**config.mk**
```make
export PLATFORM = sky130hd
export DESIGN_NAME = logic_unit_fifo
export DESIGN_NICKNAME = d
export VERILOG_FILES = /design/src/rtl/logic_unit_fifo.sv
export SDC_FILE = /design/constraint.sdc
export NUM_CORES = 1
export LEC_CHECK = 0
export BUFFER_PORTS_ARGS = -buffer_cell sky130_fd_sc_hd__buf_4
export CORE_ASPECT_RATIO = 0.75
export CORE_MARGIN = 2
export CORE_UTILIZATION = 56
export DETAILED_ROUTE_END_ITERATION = 8
export GPL_TIMING_DRIVEN = 0
export PLACE_DENSITY = 0.78
export SLEW_MARGIN = 25
export SYNTH_ARGS = -nofsm -noshare
export SYNTH_HDL_FRONTEND = slang
export SYNTH_SLANG_ARGS = --single-unit
```
**constraint.sdc**
```tcl
create_clock -name clk -period 4.48 [get_ports clk]
set_input_delay 0.672 -clock clk [delete_from_list [all_inputs] [get_ports clk]]
set_output_delay 0.672 -clock clk [all_outputs]
set_load 0.01 [all_outputs]
```
**src/rtl/logic_unit_fifo.sv**
```systemverilog
// logic_unit_fifo: bitwise logic unit with an optional accumulate path and a result FIFO.
//
// Each accepted operand set (in_valid && in_ready) produces one result, which is
// written to the FIFO tail on the same edge. The FIFO head appears on out/out_valid.
// Consumers pop it with out_ready.
//
// Parameters
//   WIDTH  operand/result width, 1..64
//   DEPTH  result FIFO entries, power of two, 2..16
// Ports
//   clk        clock; every state update happens on the rising edge
//   rst        asynchronous, active-high reset
//   in_valid   operand set on in1/in2/op/acc is valid
//   in_ready   FIFO has room; driven from registered state only
//   op         000 AND, 001 OR, 010 XOR, 011 NOR, 100 NAND, 101 XNOR, 110 NOT A, 111 pass A
//   acc        operand A is the previous result instead of in1
//   in1, in2   operands A and B
//   out_valid  out holds a valid result
//   out_ready  consumer takes the head result
//   out        result at the FIFO head (0 when empty)
// Optional feature (macro LOGIC_UNIT_FLAGS_EN)
//   zero       head result == 0
//   parity     XOR-reduce of the head result
module logic_unit_fifo #(
  parameter int unsigned WIDTH = 8,
  parameter int unsigned DEPTH = 4
) (
  input  logic             clk,
  input  logic             rst,
  input  logic             in_valid,
  output logic             in_ready,
  input  logic [2:0]       op,
  input  logic             acc,
  input  logic [WIDTH-1:0] in1,
  input  logic [WIDTH-1:0] in2,
  output logic             out_valid,
  input  logic             out_ready,
`ifdef LOGIC_UNIT_FLAGS_EN
  output logic             zero,
  output logic             parity,
`endif
  output logic [WIDTH-1:0] out
);

  localparam int unsigned PtrW = $clog2(DEPTH);
  localparam int unsigned CntW = $clog2(DEPTH + 1);

  logic [WIDTH-1:0] mem_q [DEPTH];
`ifdef LOGIC_UNIT_FLAGS_EN
  logic             zero_q   [DEPTH];
  logic             parity_q [DEPTH];
`endif
  logic [PtrW-1:0]  wr_ptr_q, rd_ptr_q;
  logic [CntW-1:0]  count_q, count_d;
  logic [WIDTH-1:0] last_q;

  logic [WIDTH-1:0] opa, result;
  logic             push, pop;

  assign in_ready  = (count_q != CntW'(DEPTH));
  assign out_valid = (count_q != '0);
  assign push      = in_valid && in_ready;
  assign pop       = out_valid && out_ready;

  assign out = out_valid ? mem_q[rd_ptr_q] : '0;
`ifdef LOGIC_UNIT_FLAGS_EN
  assign zero   = out_valid ? zero_q[rd_ptr_q]   : 1'b0;
  assign parity = out_valid ? parity_q[rd_ptr_q] : 1'b0;
`endif

  // Accumulate replaces operand A with the most recent accepted result.
  assign opa = acc ? last_q : in1;

  always_comb begin
    result = '0;
    unique case (op)
      3'b000:  result = opa & in2;
      3'b001:  result = opa | in2;
      3'b010:  result = opa ^ in2;
      3'b011:  result = ~(opa | in2);
      3'b100:  result = ~(opa & in2);
      3'b101:  result = ~(opa ^ in2);
      3'b110:  result = ~opa;
      default: result = opa;
    endcase
  end

  // Occupancy only moves when exactly one of push/pop happens; both together keep it.
  always_comb begin
    count_d = count_q;
    unique case ({push, pop})
      2'b10:   count_d = count_q + CntW'(1);
      2'b01:   count_d = count_q - CntW'(1);
      default: count_d = count_q;
    endcase
  end

  always_ff @(posedge clk or posedge rst) begin
    if (rst) begin
      wr_ptr_q <= '0;
      rd_ptr_q <= '0;
      count_q  <= '0;
      last_q   <= '0;
      for (int i = 0; i < DEPTH; i++) begin
        mem_q[i] <= '0;
`ifdef LOGIC_UNIT_FLAGS_EN
        zero_q[i]   <= 1'b0;
        parity_q[i] <= 1'b0;
`endif
      end
    end else begin
      count_q <= count_d;
      if (push) begin
        mem_q[wr_ptr_q] <= result;
`ifdef LOGIC_UNIT_FLAGS_EN
        zero_q[wr_ptr_q]   <= (result == '0);
        parity_q[wr_ptr_q] <= ^result;
`endif
        // DEPTH is a power of two, so the pointer wraps naturally.
        wr_ptr_q <= wr_ptr_q + PtrW'(1);
        last_q   <= result;
      end
      if (pop) begin
        rd_ptr_q <= rd_ptr_q + PtrW'(1);
      end
    end
  end

endmodule

```
==> results.json <==
{
  "outcome": "complete, no violations",
  "numPortBuffers": 30,
  "post-route-period-util_pct": 57.3,
  "synth_top_area_share_pct": 36.0,
  "yosys.area.top_type": "dfrtp_1",
  "rsz0062_at_grt": "false",
  "cts_resized": 0,
  "diodes": 0,
  "clock_latency_ns": 0.30,
  "synth_nets": 356,
  "leakagePower_nw": 1.78,
  "worst-path-max-fanout": 10,
  "fin_ws_ns": 1.91,
  "dieArea_mm2": 0.00647,
  "wirelength_mm": 7.21,
  "synth_area_leaders": "dfrtp_1 36%, ha_1 8.0%, mux2_4 6.9%, mux4_2 5.5%, mux2i_1 5.2%",
  "nets": 394,
  "arrival_ns": 2.79,
  "slowest_stage": "dfrtp_1",
  "worstMarginPinSlew_ns": 0.593,
  "yosysSeqAreaShare_pct": 36.0,
  "cp-end-kind": "flop",
  "powerDensity_mw_per_mm2": 590,
  "cts_buffer_depth": 2,
  "syn_to_final_growth_pct": 13.8,
  "max_stage_delay_ns": 0.44,
  "hold_viol_final": 0,
  "dr_wl_met3_um": 456,
  "grt_max_degree": 26,
  "dp_worst_setup_slack_ns": 1.97,
  "dr.pass1.iters": 4,
  "timing.critical_path.buf_inv": 3,
  "min_period_ns": 2.57,
  "drv_cap": 0,
  "route.layer.met1.wl_mm": 3.43,
  "synthArstFlopShare_pct": 100,
  "grt_pass1_wl_mm": 12.2,
  "drtIter0Drc": 147,
  "drive_gt1_share_pct": 28.4,
  "dp_hpwl_mm": 5.43,
  "drv_slew": 0,
  "grt_overflow": 0,
  "grt_pass1_vias": 2503,
  "clockRootBuffer": "clkbuf_8",
  "io_pins": 34,
  "postRouteAntennaNets": 0,
  "cts_sinks": 47,
  "drc": 0,
  "clk_pin_slew_worst_paths_ns": 0.09,
  "yosysWarnings": 0,
  "fmax_mhz": 389,
  "core.rowCount": 24,
  "critical_path_class": "reg -> reg",
  "setup_viol": 0,
  "tns_ns": 0,
  "via_count": 2423,
  "post_drt_wl_per_cell_um": 16.9,
  "peakVddDrop_mv": 0.325,
  "coreArea_mm2": 0.00574,
  "final_common_cell": "dfrtp_1",
  "ys_seq_elements": 47,
  "antenna_found_initial": 0,
  "htreeDepth": 2,
  "syn_area_mm2": 0.00327,
  "cts_tree": "done",
  "netlist_instances": 310,
  "seq_area_mm2": 0.00118,
  "numCtsBuffers": 5,
  "final_util_pct": 64.9,
  "fp.dieW_um": 92.2,
  "crit_path_start_kind": "flop",
  "start_util_pct": 57.0,
  "crit_chain": "or3b_1 > buf_6 > and2_4 > inv_1 > ha_1 > inv_1 > fa_1 > xor2_1 > nor2_1 > xor2_1",
  "maxSlewHeadroom_pct": 60.4,
  "yosysUniqueCellTypes": 52,
  "syn_area_per_cell_um2": 10.6,
  "cts_hold_buffers": 0,
  "final_cell_mix": "47 x dfrtp_1, 43 x nand2_1, 34 x buf_4",
  "gp_congestion": 0.827,
  "grt_use_total_pct": 24.3,
  "min_path_type": "in -> async",
  "vias_per_cell": 5.69,
  "ys.flop_type": "dfrtp_1",
  "wl_met2_mm": 3.29,
  "die_h_um": 70.2,
  "cts_setup_buffers": 0,
  "skew_ns": 0.00634,
  "multiInputGateArea_mm2": 0.00186,
  "synth_edf_count": 0,
  "routed.top_layer": "met4",
  "required_ns": 4.70,
  "fillCellCount": 474,
  "cp_top_family": "simple AND/OR/NAND/NOR gates"
}
where the power goes:
group	leakage [nW]	internal (mW)	switching (mW)	total (mW)
registers	0.568	0.628	0.119	0.747
clock network	0.0513	0.164	0.138	0.302
logic	1.16	0.620	0.529	1.15
total	1.78	1.41	0.786	2.20
registers in the layout, indices dropped and copies added, names as in the netlist:
| signal | cells |
|---|---|
| count_q | 3 |
| last_q | 8 |
| wr_ptr_q | 2 |
| rd_ptr_q | 2 |
| mem_q | 32 |
per-stage QoR:
stage	power, mW	cells	hold WS (ns)	cell area (um2)
after floorplan	1.57	310	0.443	3270
after global placement	1.85	418	0.460	3590
after detailed placement	1.90	419	0.465	3620
after CTS	2.21	426	0.463	3720
after global routing	2.36	426	0.488	3720
final	2.20	426	0.438	3720
logic make-up (layout without fill, tap and decap cells):
group                    after synthesis  in the layout  share of synthesized area, %
buffers and inverters                 44             82                          7.15
multiplexers                          45             45                          19.4
flip-flops                            47             47                          36.0
AO/OA/AOI/OAI                         55             55                          12.5
AND/OR/NAND/NOR                       86             86                          13.4
XOR/XNOR                              11             11                          2.95
adder cells (fa/ha/maj)               22             22                          8.65
path summary, 6_finish.rpt:
check | startpoint | endpoint | slack [ns] | cells past startpoint
setup / recovery | count_q[0]$_DFFE_PP0P_ | count_q[2]$_DFFE_PP0P_ | 1.91 | 10
setup reg to reg | count_q[0]$_DFFE_PP0P_ | count_q[2]$_DFFE_PP0P_ | 1.91 | 10
min in group clk | mem_q[0]$_DFFE_PP0P_ | mem_q[0]$_DFFE_PP0P_ | 0.48 | 2
hold / removal | rst | mem_q[18]$_DFFE_PP0P_ | 0.44 | 2
hold reg to reg | mem_q[0]$_DFFE_PP0P_ | mem_q[0]$_DFFE_PP0P_ | 0.48 | 2
max in group asynchronous | rst | mem_q[22]$_DFFE_PP0P_ | 3.52 | 3
cell usage after synthesis (2+ instances only):
cell type	number
buf_4	4
inv_1	25
nand2b_1	2
mux4_2	8
buf_6	6
o21ai_0	18
o2bb2ai_1	4
or3b_1	2
mux2_2	4
o31ai_1	5
nand2_1	43
buf_2	6
o22ai_1	5
a221oi_2	3
mux2_4	15
xnor2_1	4
xor2_1	7
and2_1	9
o221ai_1	2
ha_1	21
and3_4	4
a31oi_1	6
dfrtp_1	47
a22o_1	3
mux2i_1	17
nor2_1	11
nand3_1	4
final cells by class:
class	instances	area share [%]
Inverter	26	2.62
Tap cell	78	2.62
Timing Repair Buffer	31	6.79
Multi-Input combinational cell	219	50.0
Sequential cell	47	31.6
Clock inverter	1	0.806
Clock buffer	6	1.95
Buffer	18	3.66
per-layer routing:
metal  vias to the layer above  GRT usage (%)
li1                       1160              -
met1                      1171           34.6
met2                        88           38.8
met3                         4           4.64
met4                         0           5.97
met5                         -              0
No activity file was read; power rests on OpenSTA's default activity.
